## config.mk

```make
export PLATFORM = sky130hd
export DESIGN_NAME = clk_en_gen_multi
export DESIGN_NICKNAME = d
export VERILOG_FILES = /design/src/rtl/clk_en_pkg.sv /design/src/rtl/clk_en_chan.sv /design/src/rtl/clk_en_gen_multi.sv
export SDC_FILE = /design/constraint.sdc
export NUM_CORES = 1
export LEC_CHECK = 0
export ABC_AREA = 1
export CAP_MARGIN = 15
export CORE_MARGIN = 10
export CORE_UTILIZATION = 50
export DETAILED_ROUTE_END_ITERATION = 8
export PLACE_DENSITY_LB_ADDON = 0.12
export RECOVER_POWER = 50
export SYNTH_ARGS = -nofsm -noshare
export SYNTH_HDL_FRONTEND = slang
export SYNTH_SLANG_ARGS = --single-unit
```

## constraint.sdc

```tcl
create_clock -name clk_ref -period 8.05 [get_ports clk_ref]
set_input_delay 1.2075 -clock clk_ref [delete_from_list [all_inputs] [get_ports clk_ref]]
set_output_delay 1.2075 -clock clk_ref [all_outputs]
set_load 0.02 [all_outputs]
```

## src/rtl/clk_en_pkg.sv

```systemverilog
// Shared constants, channel state encoding and divisor helper for the
// multi-channel clock-enable generator.
package clk_en_pkg;

    localparam int N_CH_DEF        = 4;
    localparam int DIV_W_DEF       = 16;
    localparam int LOCK_CYCLES_DEF = 16;

    // Widest divisor the helper below handles; channel DIV_W must not exceed it.
    localparam int DIV_MAX_W = 32;

    typedef enum logic {
        CH_IDLE = 1'b0,
        CH_RUN  = 1'b1
    } ch_state_t;

    // A programmed divisor of zero behaves like a divisor of one.
    function automatic logic [DIV_MAX_W-1:0] div_eff(input logic [DIV_MAX_W-1:0] div);
        return (div == '0) ? DIV_MAX_W'(1) : div;
    endfunction

endpackage

```

## src/rtl/clk_en_chan.sv

```systemverilog
// One clock-enable channel: a period counter with a shadowed divisor,
// a one-cycle tick at each wrap and a square strobe over the period.
module clk_en_chan
    import clk_en_pkg::*;
#(
    parameter int DIV_W = DIV_W_DEF
) (
    input  logic             clk_i,
    input  logic             rst_i,
    input  logic             ready_i,
    input  logic             en_i,
    input  logic             sync_i,
    input  logic [DIV_W-1:0] div_i,
    output logic             tick_o,
    output logic             sq_o
);

    localparam logic [DIV_W-1:0] ONE   = DIV_W'(1);
    localparam logic [DIV_W:0]   ONE_X = (DIV_W + 1)'(1);

    // Length of the high phase: ceil(d/2), computed one bit wider so the
    // all-ones divisor cannot overflow.
    function automatic logic [DIV_W:0] half_up(input logic [DIV_W-1:0] d);
        return ({1'b0, d} + ONE_X) >> 1;
    endfunction

    ch_state_t        state_q;
    logic [DIV_W-1:0] cnt_q;
    logic [DIV_W-1:0] div_act_q;
    logic             tick_q;
    logic             sq_q;

    logic [DIV_W-1:0] div_eff_d;
    logic [DIV_W-1:0] cnt_d;
    logic             wrap_d;
    logic             sq_d;

    // Free-running next count and strobe level for an undisturbed period.
    always_comb begin
        div_eff_d = DIV_W'(div_eff(DIV_MAX_W'(div_i)));
        wrap_d    = (cnt_q == (div_act_q - ONE));
        cnt_d     = wrap_d ? '0 : (cnt_q + ONE);
        sq_d      = ({1'b0, cnt_d} < half_up(div_act_q));
    end

    // Channel FSM; the divisor is only reloaded at entry, wrap or sync so a
    // period in progress is never shortened or stretched.
    always_ff @(posedge clk_i) begin
        if (rst_i) begin
            state_q   <= CH_IDLE;
            cnt_q     <= '0;
            div_act_q <= ONE;
            tick_q    <= 1'b0;
            sq_q      <= 1'b0;
        end else if (!ready_i || !en_i) begin
            state_q <= CH_IDLE;
            cnt_q   <= '0;
            tick_q  <= 1'b0;
            sq_q    <= 1'b0;
        end else begin
            case (state_q)
                CH_IDLE: begin
                    state_q   <= CH_RUN;
                    cnt_q     <= '0;
                    div_act_q <= div_eff_d;
                    tick_q    <= 1'b0;
                    sq_q      <= 1'b1;
                end
                CH_RUN: begin
                    if (sync_i) begin
                        // Restart in phase; a coincident wrap tick is dropped.
                        cnt_q     <= '0;
                        div_act_q <= div_eff_d;
                        tick_q    <= 1'b0;
                        sq_q      <= 1'b1;
                    end else begin
                        cnt_q  <= cnt_d;
                        tick_q <= wrap_d;
                        sq_q   <= sq_d;
                        if (wrap_d) begin
                            div_act_q <= div_eff_d;
                        end
                    end
                end
                default: begin
                    state_q <= CH_IDLE;
                end
            endcase
        end
    end

    assign tick_o = tick_q;
    assign sq_o   = sq_q;

endmodule

```

## src/rtl/clk_en_gen_multi.sv

```systemverilog
// Multi-channel clock-enable generator: a post-reset settle window gates
// N_CH independent programmable tick/square channels.
module clk_en_gen_multi
    import clk_en_pkg::*;
#(
    parameter int N_CH        = N_CH_DEF,
    parameter int DIV_W       = DIV_W_DEF,
    parameter int LOCK_CYCLES = LOCK_CYCLES_DEF
) (
    input  logic                    clk_ref,
    input  logic                    rst,
    input  logic [N_CH-1:0]         en_i,
    input  logic [N_CH*DIV_W-1:0]   div_i,
    input  logic                    sync_i,
    output logic                    ready_o,
    output logic [N_CH-1:0]         tick_o,
    output logic [N_CH-1:0]         sq_o
);

    localparam int                LOCK_W    = $clog2(LOCK_CYCLES + 1);
    localparam logic [LOCK_W-1:0] LOCK_LAST = LOCK_W'(LOCK_CYCLES - 1);

    logic [LOCK_W-1:0] lock_q;
    logic              ready_q;

    // Settle counter: ready rises at the LOCK_CYCLES-th edge after reset
    // release and then holds, so the counter stops once ready is set.
    always_ff @(posedge clk_ref) begin
        if (rst) begin
            lock_q  <= '0;
            ready_q <= 1'b0;
        end else if (!ready_q) begin
            lock_q <= lock_q + LOCK_W'(1);
            if (lock_q == LOCK_LAST) begin
                ready_q <= 1'b1;
            end
        end
    end

    assign ready_o = ready_q;

    for (genvar k = 0; k < N_CH; k++) begin : g_chan
        clk_en_chan #(
            .DIV_W(DIV_W)
        ) u_chan (
            .clk_i  (clk_ref),
            .rst_i  (rst),
            .ready_i(ready_q),
            .en_i   (en_i[k]),
            .sync_i (sync_i),
            .div_i  (div_i[k*DIV_W +: DIV_W]),
            .tick_o (tick_o[k]),
            .sq_o   (sq_o[k])
        );
    end

endmodule

```

-- Word-level counts from Yosys, hierarchy flattened
Cells that the tools add are included.
W data, S select, Z words.
- bits in registers: 146
- logic and storage cells: 127
- $add $sub $neg: 13
- order comparisons: 4
- equality and inequality tests: 9
- muxes and demuxes: 50
- bitwise operators: 8
- reductions and logical operators: 21
- operators by type and width (kind ; number):
    $mux W16 ; 20
    $pmux W16 S2 ; 8
    $add A16 B1 Y17 const B ; 4
    $add A16 B1 Y16 const B ; 4
    $eq A16 B16 Y1 ; 4
    $logic_not A16 Y1 ; 4
    $lt A16 B16 Y1 ; 4
    $sub A16 B1 Y16 const B ; 4
    $pmux W1 S2 ; 8
    $mux W1 ; 14
    $ne A3 B3 Y1 const B ; 4
    $not A1 Y1 ; 8
    $reduce_and A2 Y1 ; 4
    $reduce_or A2 Y1 ; 4
    $add A5 B1 Y5 const B ; 1
    $eq A5 B4 Y1 const B ; 1
    $logic_not A1 Y1 ; 5
    $logic_or A1 B1 Y1 ; 4

-- Longest topological paths before layout
- word-level depth: 6
- gate-level depth with buffers: 26
- mapped depth without buffers: 25

-- Modules after synthesis
Synthesis repeated with hierarchy kept, for this count alone.
- cell total of the unflattened synthesis: 1769
- area total of the unflattened synthesis: 11514.8 µm²
- by module, submodules not included (module ; times used ; cells each ; area each (µm²) ; seq. area each (µm²)):
    clk_en_chan ; 4 ; 434 ; 2813.9 ; 700.7
    clk_en_gen_multi ; 1 ; 33 ; 259.0 ; 120.1

-- Least setup slack after synthesis
No wires, ideal clock.
- kind: register to register
- from: register g_chan[3].u_chan.div_act_q[0]
- to: register g_chan[3].u_chan.sq_q
- setup time: 70 ps
- arrival: 2903 ps
- setup slack: 5077 ps
- stages on the path, launching flop included: 18
- path buffers: 0
- cells stage by stage: dfxtp_1 -> inv_2 -> ha_1 -> nand3_4 -> nor2_4 -> o21ai_1 -> nand2_1 -> nand3_1 -> or4_4 -> nor4_4 -> nor2_1 -> ha_1 -> nand2_1 -> nor2_1 -> a211oi_1 -> o221a_2 -> nand2_1 -> a21boi_1
- cells in the longest elaborated chain, start to end: 6
- elaborated cells on any way between the ends: 7
- ends and longest elaborated chain (what ; line ; RTL):
    start, declared ; clk_en_chan.sv:29 ; logic [DIV_W-1:0] div_act_q;
    start signal, assigned ; clk_en_chan.sv:65 ; div_act_q <= div_eff_d;
    start signal, assigned ; clk_en_chan.sv:73 ; div_act_q <= div_eff_d;
    start signal, assigned ; clk_en_chan.sv:81 ; div_act_q <= div_eff_d;
    $sub A16 B1 Y16 ; clk_en_chan.sv:41 ; wrap_d = (cnt_q == (div_act_q - ONE));
    $eq A16 B16 Y1 ; clk_en_chan.sv:41 ;
    $mux W16 ; clk_en_chan.sv:42 ; cnt_d = wrap_d ? '0 : (cnt_q + ONE);
    named net g_chan[3].u_chan.cnt_d[11] ; clk_en_chan.sv:34 ; logic [DIV_W-1:0] cnt_d;
    $lt A16 B16 Y1 ; clk_en_chan.sv:43 ; sq_d = ({1'b0, cnt_d} < half_up(div_act_q));
    $mux W1 ; clk_en_chan.sv:70 ; if (sync_i) begin
    $pmux W1 S2 ; clk_en_chan.sv:61 ; case (state_q)
    end signal, assigned ; clk_en_chan.sv:79 ; sq_q <= sq_d;
    end, declared ; clk_en_chan.sv:31 ; logic sq_q;
The timed path passes the listed nets, and every way through them passes these cells.
A chain may end at the register's enable or synchronous reset.

==> results.md <==
- Status: complete, but fails checks
- Failing checks: max-capacitance violations, max-slew violations
- Via count: 10,800
- Rel. slew slack: -22.8%
- Fillers: 2,285
- IO Pins: 80
- CTS resizes: 0
- Sw frac: 22.5%
- First-pass GRT wire length: 49,500 um
- Die X: 172 um
- Clock Skew: 0.0136 ns
- Worst Tran Pin Value: 1.84 ns
- Nets@finish: 1,930
- Worst r2r path cells: 18
- Top_reg_cell synth: dfxtp_1
- Worst R2R End: g_chan[0].u_chan.sq_o
- Crit path from: rst
- Core area: 22,700 um^2
- Hold Path Class: reg2reg
- Gr ovfl total: 0
- Post-synth top area share: 25.3%
- Met2 wire length: 13,900 um
- Clk buf depth: 2
- Synth Area in Compound Gates: 8.97%
- Hold Vio Cnt, Final: 0
- Final Max Slew Viols: 60
- Starting Density: 50.8%
- Max Fclk: 0.210 GHz
- Sequential Power Share: 45.6%
- Drt via density: 5.18
- Largest net degree at the start of global routing: 36
- Register clock-pin slew on the reported worst setup and hold paths: 0.06 ns
- Wl on met1: 14,200 um
- Yosys warning total: 0
- WP data arrival: 5.05 ns
- Lkg Pwr: 5.44 nW
- Combinational family with the most area after synthesis: simple AND/OR/NAND/NOR gates
- DRT antenna net count: 0
- CTS Buf Count: 17
- Setup_tns: 0 ns
- # diodes: 0
- CP Launch Type: input pin
- Clock latency on the worst-skew pair: 0.43 ns
- Die height: 172 um
- Routed length on met3: 1050 um
- Asr flop ratio synth: 0%
- Top layer in use: met4
- Endpoints failing setup: 0
- Share of cells above drive strength 1: 7.23%
- R2r startpoint: g_chan[0].u_chan.div_act_q[0]
- Pwr Density: 123 nW/um^2
- Avg WL per Cell: 14.2 um
- Worst endpoint required time: 8.33 ns
- Setup bufs post-CTS: 0
- Most instantiated cells after synthesis: nand2_1 (383), nor2_1 (241), inv_1 (183), dfxtp_1 (146), xor2_1 (109)
- Worst path cell trace: dlygate4sd3_1, clkbuf_1, inv_1, clkbuf_1, o21ai_0, a21oi_1
- Vias in the first global route: 10,400
- Post-synthesis cell count: 1,749
- Top cells by area, synth: dfxtp_1 (25%), nand2_1 (12%), xor2_1 (8.3%)
- Post-Synth Simple-Gate Area: 36.4%
- CP endpoint: g_chan[0].u_chan.div_act_q[3]
- CTS tree: yes
- GRT Total Usage: 20.4%
- Area leader, netlist: dfxtp_1
- Most used cell, CP: clkbuf_1
- # port buffers: 79
- Sequential area share after synthesis: 25.3%
- Synth cell types: 49
- CTS H-tree lvls: 4
- Minimum clock period: 4.77 ns
- Number of flops mapped to enable cells by yosys: 0
- Routability congestion estimate: 0.925
- Worst VDD drop: 0.156 mV
- Routed wire length: 29,600 um
- Synthesis-to-finish area growth: 12.1%
- Detailed Place HPWL: 23,600 um
- Count leader, synth: nand2_1
- CP endpoint kind: flip-flop
- Post-Synthesis Net Count: 1,894
- Int Pwr: 0.00123 W
- Worst-path fanout max: 35
- Maxcap violations: 2
- Mapped cell area: 11,500 um^2
- CP max stage cell: clkbuf_1
- Clock power frac: 50.6%
- Worst Path Class, Setup: in2reg
- Multiplexer area fraction after synthesis: 0%
- 1st-pass router iterations: 5
- Avg Cell Area, Syn: 6.60 um^2
- Yosys reg bits: 146
- Sinks on Clock Net: 146
- Initial DRC count: 563
- # hold bufs at CTS: 0
- Row Count: 55
- DRC Markers: 0
- Post-route clock period utilization: 59.3%
- Part of the power in combinational logic: 3.8%
- Final core occ: 57.0%
- Largest stage delay on the critical path: 1.32 ns
- P_sw: 0.000357 W
- FF-to-FF setup slack: 4.37 ns
- Die area: 29,600 um^2
- CTS root buf: clkbuf_16
- RSZ-0062 raised after global routing: no
- Post-synthesis adder-cell area fraction: 8.02%
- Initial antenna violation count: 0
- XOR/XNOR Fraction of Synth Area: 11.4%
==> final cells by class <==
class	instances	area (um^2)	area share, %
clock buffer	20	457	3.53
clock inverter	12	129	0.996
inverter	209	786	6.07
multi-input combinational	1330	7490	57.9
sequential	146	2920	22.6
tap	285	357	2.76
timing repair buffer	81	798	6.17
==> power groups by stage <==
stage | logic [W] | clock network, W | registers, W
finish | 0.0000609 | 0.000804 | 0.000725
global route | 0.0000657 | 0.000854 | 0.000724
CTS | 0.0000613 | 0.000821 | 0.000724
detailed placement | 0.0000609 | 0 | 0.000741
global placement | 0.0000607 | 0 | 0.000741
floorplan | 0.0000136 | 0 | 0.000741
==> state kept, by name (all words and copies together) (netlist names) <==
name                     count
g_chan.u_chan.div_act_q     64
g_chan.u_chan.state_q        4
g_chan.u_chan.sq_o           4
g_chan.u_chan.tick_o         4
g_chan.u_chan.cnt_q         64
ready_o                      1
lock_q                       5
==> layout by cell type, fill, tap and decap left out, types with 7 or more instances in the layout <==
master and instances:
a211oi_1 16, a21oi_1 74, clkbuf_16 17, clkdlybuf4s50_1 70
dfxtp_1 146, dlygate4sd3_1 9, ha_1 74, inv_1 183
inv_2 23, nand2_1 383, nand2_2 13, nand3_1 75
nand3b_1 12, nand4_1 29, nor2_1 241, nor2_2 21
nor2_4 10, nor3_1 83, nor3_2 12, nor4_1 22
o21ai_0 68, o21ai_1 7, xnor2_1 40, xor2_1 109
==> stage by stage <==
stage          cells  cell area [um^2]  hold slack, ns  power [W]  setup slack, ns
3_3_place_gp    2051             12400           0.467   0.000801             4.46
5_1_grt         2083             12900           0.555    0.00164             3.10
4_1_cts         2083             12900           0.498    0.00161             4.36
2_1_floorplan   1749             11500           0.445   0.000754             5.08
3_5_place_dp    2051             12400           0.487   0.000802             4.40
6_report        2083             12900           0.501    0.00159             3.28
==> routing by layer <==
metal  vias to the layer above  global-route usage [%]
met3                        26                    2.96
met1                      4891                    26.0
met4                         0                    5.81
met2                       170                    35.0
met5                         -                       0
li1                       5712                       -
==> kinds of logic (layout without fill, tap and decap cells) <==
kind of cell	count (synthesis)	count (layout)
flip-flops	146	146
buffers and inverters	273	322
XOR/XNOR	150	150
adder cells (fa/ha/maj)	74	74
AND/OR/NAND/NOR	922	922
AO/OA/AOI/OAI	184	184
==> worst max-delay path: cells and delay by family <==
family | cells | cell delay [ns]
buffers and inverters | 4 | 3.36
AOI/OAI and AO/OA | 2 | 0.46
==> worst min-delay path by stage <==
stage / cells past startpoint / end / start / slack (ns)
2_1_floorplan: 2 / lock_q[3] / lock_q[3] / 0.45
3_3_place_gp: 2 / lock_q[3] / lock_q[3] / 0.47
3_5_place_dp: 2 / lock_q[3] / lock_q[3] / 0.49
4_1_cts: 2 / lock_q[3] / lock_q[3] / 0.50
5_1_grt: 2 / lock_q[1] / lock_q[1] / 0.55
6_report: 2 / lock_q[3] / lock_q[3] / 0.50
Note: power is estimated with default switching activity, not from simulation.
